[src/rtl/led_pkg.sv]
// Shared mode encodings and pattern start values for the LED controller.
package led_pkg;

  localparam int unsigned LED_W  = 8;
  localparam int unsigned MODE_W = 2;

  typedef enum logic [MODE_W-1:0] {
    MODE_DIRECT = 2'd0,
    MODE_FLOW   = 2'd1,
    MODE_BOUNCE = 2'd2,
    MODE_BLINK  = 2'd3
  } mode_e;

  localparam logic [LED_W-1:0] PAT_ONEHOT = 8'h01;
  localparam logic [LED_W-1:0] PAT_ALL    = 8'hFF;

  // Pattern value loaded on entry to a mode (DIRECT does not display it).
  function automatic logic [LED_W-1:0] mode_start(input mode_e m);
    return (m == MODE_BLINK) ? PAT_ALL : PAT_ONEHOT;
  endfunction

endpackage

[src/rtl/btn_debounce.sv]
// Active-low button conditioner: 2-flop synchroniser, stability counter, press pulse.
module btn_debounce #(
  parameter int unsigned DEB_CYCLES = 240_000
) (
  input  logic clk,
  input  logic rst_n,
  input  logic i_btn_n,
  output logic o_press
);

  localparam int unsigned CNT_W = (DEB_CYCLES > 1) ? $clog2(DEB_CYCLES) : 1;

  logic             r_sync1;
  logic             r_sync2;
  logic             r_level;
  logic [CNT_W-1:0] r_cnt;
  logic             r_press;

  // Synchronise, count consecutive cycles of disagreement, accept level at terminal count.
  always_ff @(posedge clk or negedge rst_n) begin
    if (!rst_n) begin
      r_sync1 <= 1'b1;
      r_sync2 <= 1'b1;
      r_level <= 1'b1;
      r_cnt   <= '0;
      r_press <= 1'b0;
    end else begin
      r_sync1 <= i_btn_n;
      r_sync2 <= r_sync1;
      r_press <= 1'b0;
      if (r_sync2 == r_level) begin
        r_cnt <= '0;
      end else if (r_cnt == CNT_W'(DEB_CYCLES - 1)) begin
        r_level <= r_sync2;
        r_cnt   <= '0;
        r_press <= ~r_sync2;
      end else begin
        r_cnt <= r_cnt + CNT_W'(1);
      end
    end
  end

  assign o_press = r_press;

endmodule

[src/rtl/led_pattern_ctrl.sv]
// LED source scheduler: mode FSM stepped by a debounced button, prescaled pattern engine.
module led_pattern_ctrl
  import led_pkg::*;
#(
  parameter int unsigned TICK_DIV   = 3_000_000,
  parameter int unsigned DEB_CYCLES = 240_000
) (
  input  logic              clk,
  input  logic              rst_n,
  input  logic [3:0]        key,
  input  logic [3:0]        sw,
  input  logic              mode_btn,
  output logic [LED_W-1:0]  led,
  output logic [MODE_W-1:0] mode
);

  localparam int unsigned TICK_W = (TICK_DIV > 1) ? $clog2(TICK_DIV) : 1;

  mode_e             r_mode;
  mode_e             w_mode_nxt;
  logic [LED_W-1:0]  r_pattern;
  logic [LED_W-1:0]  w_pattern_nxt;
  logic [LED_W-1:0]  r_led;
  logic [LED_W-1:0]  w_led_nxt;
  logic              r_dir_right;
  logic              w_dir_right_nxt;
  logic [TICK_W-1:0] r_tick_cnt;
  logic [TICK_W-1:0] w_tick_cnt_nxt;
  logic              w_press;
  logic              w_run;
  logic              w_tick;

  btn_debounce #(
    .DEB_CYCLES(DEB_CYCLES)
  ) u_mode_btn (
    .clk    (clk),
    .rst_n  (rst_n),
    .i_btn_n(mode_btn),
    .o_press(w_press)
  );

  assign w_run  = (r_mode != MODE_DIRECT) && !sw[0];
  assign w_tick = w_run && (r_tick_cnt == TICK_W'(TICK_DIV - 1));

  // State register for mode, pattern engine and LED drive.
  always_ff @(posedge clk or negedge rst_n) begin
    if (!rst_n) begin
      r_mode      <= MODE_DIRECT;
      r_pattern   <= PAT_ONEHOT;
      r_dir_right <= 1'b0;
      r_tick_cnt  <= '0;
      r_led       <= '0;
    end else begin
      r_mode      <= w_mode_nxt;
      r_pattern   <= w_pattern_nxt;
      r_dir_right <= w_dir_right_nxt;
      r_tick_cnt  <= w_tick_cnt_nxt;
      r_led       <= w_led_nxt;
    end
  end

  // Next state: a press overrides a coincident tick and reloads the entered mode.
  always_comb begin
    w_mode_nxt      = r_mode;
    w_pattern_nxt   = r_pattern;
    w_dir_right_nxt = r_dir_right;
    w_tick_cnt_nxt  = r_tick_cnt;
    w_led_nxt       = (r_mode == MODE_DIRECT) ? {key, sw} : r_pattern;

    if (w_press) begin
      w_mode_nxt      = mode_e'(MODE_W'(r_mode + 2'd1));
      w_pattern_nxt   = mode_start(w_mode_nxt);
      w_dir_right_nxt = 1'b0;
      w_tick_cnt_nxt  = '0;
    end else if (r_mode == MODE_DIRECT) begin
      w_tick_cnt_nxt = '0;
    end else if (w_run) begin
      w_tick_cnt_nxt = w_tick ? '0 : r_tick_cnt + TICK_W'(1);
      if (w_tick) begin
        case (r_mode)
          MODE_FLOW: begin
            w_pattern_nxt = {r_pattern[LED_W-2:0], r_pattern[LED_W-1]};
          end
          MODE_BOUNCE: begin
            if (!r_dir_right) begin
              if (r_pattern[LED_W-1]) begin
                w_pattern_nxt   = r_pattern >> 1;
                w_dir_right_nxt = 1'b1;
              end else begin
                w_pattern_nxt = r_pattern << 1;
              end
            end else begin
              if (r_pattern[0]) begin
                w_pattern_nxt   = r_pattern << 1;
                w_dir_right_nxt = 1'b0;
              end else begin
                w_pattern_nxt = r_pattern >> 1;
              end
            end
          end
          MODE_BLINK: begin
            w_pattern_nxt = ~r_pattern;
          end
          default: begin
            w_pattern_nxt = r_pattern;
          end
        endcase
      end
    end
  end

  assign led  = r_led;
  assign mode = MODE_W'(r_mode);

endmodule

[config.mk]
export PLATFORM = sky130hd
export DESIGN_NAME = led_pattern_ctrl
export DESIGN_NICKNAME = d
export VERILOG_FILES = /design/src/rtl/led_pkg.sv /design/src/rtl/btn_debounce.sv /design/src/rtl/led_pattern_ctrl.sv
export SDC_FILE = /design/constraint.sdc
export NUM_CORES = 1
export LEC_CHECK = 0
export CAP_MARGIN = 20
export CORE_AREA = 2 2 79 81
export CTS_CLUSTER_DIAMETER = 200
export CTS_CLUSTER_SIZE = 20
export DETAILED_ROUTE_END_ITERATION = 16
export DIE_AREA = 0 0 81 83
export PLACE_DENSITY = 0.79
export REMOVE_ABC_BUFFERS = 1
export SLEW_MARGIN = 20
export SYNTH_ARGS = -nofsm -noshare
export SYNTH_HDL_FRONTEND = slang
export SYNTH_SLANG_ARGS = --single-unit
[constraint.sdc]
create_clock -name clk -period 2.35 [get_ports clk]
set_input_delay 0.47 -clock clk [delete_from_list [all_inputs] [get_ports clk]]
set_output_delay 0.47 -clock clk [all_outputs]
set_load 0.02 [all_outputs]
==> results.ini <==
[die]
die_w_um = 81
dieArea_um2 = 6720
ioPinCount = 21
start_util_pct = 57.6
chipHeight_um = 83
core_um2 = 5820
core.rowCount = 28

[worst_setup_path]
r2r_cells = 8
worstPathMaxFanout = 15
required_ns = 2.58
rrSetupSlack_ns = 0.09
crit_path_start_kind = flop
critPathKind = flop to flop
endpoint_kind = flop
arrival_ns = 2.49

[synth]
async_flop_share_pct = 100
synth_common_cells = 59 x dfrtp_1, 39 x nor2_1, 31 x nand2_1
synthDistinctLibCells = 51
ys.warnings.count = 0
yosysSeqAreaShare_pct = 47.2
syn_area_um2 = 3350
synth_edf_count = 0
synth_most_common_cell = dfrtp_1
avgSynthCellArea_um2 = 9.77
synth_top_area_share_pct = 44.0
ys_ff_latch = 63
ys.flop_type = dfrtp_1
syn_inst = 343
synth_area_leader_cell = dfrtp_1
yosys-top-cells-area = dfrtp_1 44%, nor2_1 4.4%, mux2_2 4.0%

[cells_and_area]
area_delta_synth_final_pct = 16.8
antennaDiodeCount = 0
drive_gt1_share_pct = 14.6
finalNetCount = 387
utilization_pct = 67.3

[route]
routed_wl_um = 7340
vias_per_cell = 5.86
first_pass_iters = 4
wl_per_cell_um = 16.3
drc = 0
drtAntennaViolNets = 0
vias = 2644
drt-initial-drc-count = 164

[sta]
setup_viol = 0
post-route-period-util_pct = 96.3
drv_slew = 0
fmaxAchievable_ghz = 0.442
final-hold-violation-count = 0
fin_skew_ns = 0.00857
rsz0062_at_grt = true
fin_ws_ns = 0.0876
slew_headroom_pct = 64.5
finalCriticalPeriod_ns = 2.26
worst_pin_slew_ns = 0.531

[global_routing]
gr-usage-all-layers_pct = 24.2
top_usage_layer = met2
use_met1_pct = 32.4
grt_max_degree = 64
grt.met2_usage_pct = 38.1
overflow = 0
groute.layer.met3.usage_pct = 4.67
grt_pass1_wl_um = 12600
antenna_found_initial = 0
grt_pass1_vias = 2678

[placement]
pre_cts_ws_ns = -0.0305
gp_congestion = 0.828
port_buffers = 20
hpwl_um = 4860

[clock_network]
clk_pin_slew_ns = 0.07
ctsResizeCount = 0
cts_htree_levels = 3
clock_path_buffers = 2
numCtsBuffers = 9
postCtsSetupBuffers = 0
cts_tree = yes
holdBufCountCts = 0
clk_latency_ns = 0.35
clockRootBuffer = clkbuf_8
clkSinkCount = 63

[power_and_ir_drop]
total_leakage_power_nw = 1.59
powerDensity_nw_per_um2 = 573
irDropWorstVdd_uv = 415

[run]
cap_violations = 0

[run_status]
status = completed

[worst_hold_path]
holdCritPathClass = primary input to async pin

## metal layers
| metal | up-vias | routed length, um |
|---|---|---|
| met1 | 1295 | 3300 |
| met3 | 14 | 242 |
| met2 | 59 | 3660 |
| li1 | 1276 | - |
| met5 | - | 0 |
| met4 | 0 | 149 |
## area by class of cell
cell class                 instances  area, um^2
clock inverter                     7        97.6
fill                             447        1900
inverter                          10        37.5
tap                               75        93.8
sequential                        63        1580
timing repair buffer              31         315
clock buffer                       9         124
multi-input combinational        256        1660
## power by group
part | switching, mW | internal [mW] | leakage, nW | total, mW
clock | 0.446 | 0.598 | 0.105 | 1.04
sequential | 0.00853 | 1.10 | 0.840 | 1.11
combinational | 0.0500 | 0.0407 | 0.646 | 0.0907
## path summary, 6_finish.rpt
path,from,endpoint
max,mode[0]$_DFFE_PN0P_,r_pattern[1]$_DFFE_PN0P_
min,rst_n,u_mode_btn.r_cnt[13]$_DFF_PN0_
max reg2reg,mode[0]$_DFFE_PN0P_,r_pattern[1]$_DFFE_PN0P_
min reg2reg,u_mode_btn.r_sync1$_DFF_PN1_,u_mode_btn.r_sync2$_DFF_PN1_
max in group asynchronous,rst_n,r_pattern[0]$_DFFE_PN1P_
min in group clk,u_mode_btn.r_sync1$_DFF_PN1_,u_mode_btn.r_sync2$_DFF_PN1_
## state kept, by name (all words and copies together), names as in the netlist
signal / cells
r_dir_right: 1
u_mode_btn.r_sync1: 1
u_mode_btn.r_sync2: 1
u_mode_btn.o_press: 1
mode: 2
u_mode_btn.r_cnt: 18
r_tick_cnt: 22
u_mode_btn.r_level: 1
led: 8
r_pattern: 8
## per-stage QoR
stage / instances / hold WS [ns] / total power, mW / setup TNS, ns / area, um^2
after floorplan: 329 / 0.174 / 1.15 / -0.0270 / 3270
after global placement: 435 / 0.347 / 1.22 / 0 / 3680
after detailed placement: 435 / 0.349 / 1.22 / -0.0527 / 3680
after CTS: 451 / 0.131 / 2.27 / 0 / 3910
after global routing: 451 / 0.152 / 2.34 / 0 / 3910
final: 451 / 0.125 / 2.24 / 0 / 3910
## kinds of logic after synthesis
logic type      Yosys count  synth area share [%]
flops                    63                  47.2
compound gates           57                  10.2
xor+xnor                 29                  7.58
buf+inv                  24                  3.43
fa+ha+maj                 5                  1.87
simple gates            146                  23.6
mux                      19                  6.12
## cells in the final DEF (no fill, tap or decap), drive strengths merged, types with 3 or more instances in the layout
master | Yosys | final
dfrtp | 59 | 59
nor2 | 39 | 39
nand2 | 31 | 31
clkdlybuf4s50 | 0 | 19
nand4 | 16 | 16
a21oi | 16 | 16
o21ai | 16 | 16
xnor2 | 15 | 15
xor2 | 14 | 14
nand3 | 14 | 14
mux2 | 12 | 12
buf | 4 | 12
inv | 10 | 10
and3 | 10 | 10
clkbuf | 10 | 9
a31oi | 8 | 8
nor3 | 7 | 7
mux2i | 7 | 7
o22ai | 7 | 7
ha | 5 | 5
nor3b | 4 | 4
dfstp | 4 | 4
nor4 | 4 | 4
and2 | 3 | 3
nand2b | 3 | 3
clkinv | 0 | 3
## critical path, cell delays in order (launching register included)
cell and delay (ns):
dfrtp_1 0.42, inv_1 0.09, ha_1 0.32, nor4bb_1 0.29
and3_2 0.32, o211a_1 0.21, buf_12 0.15, mux2i_1 0.23
o22ai_1 0.11
(Power assumes the default switching activity.)
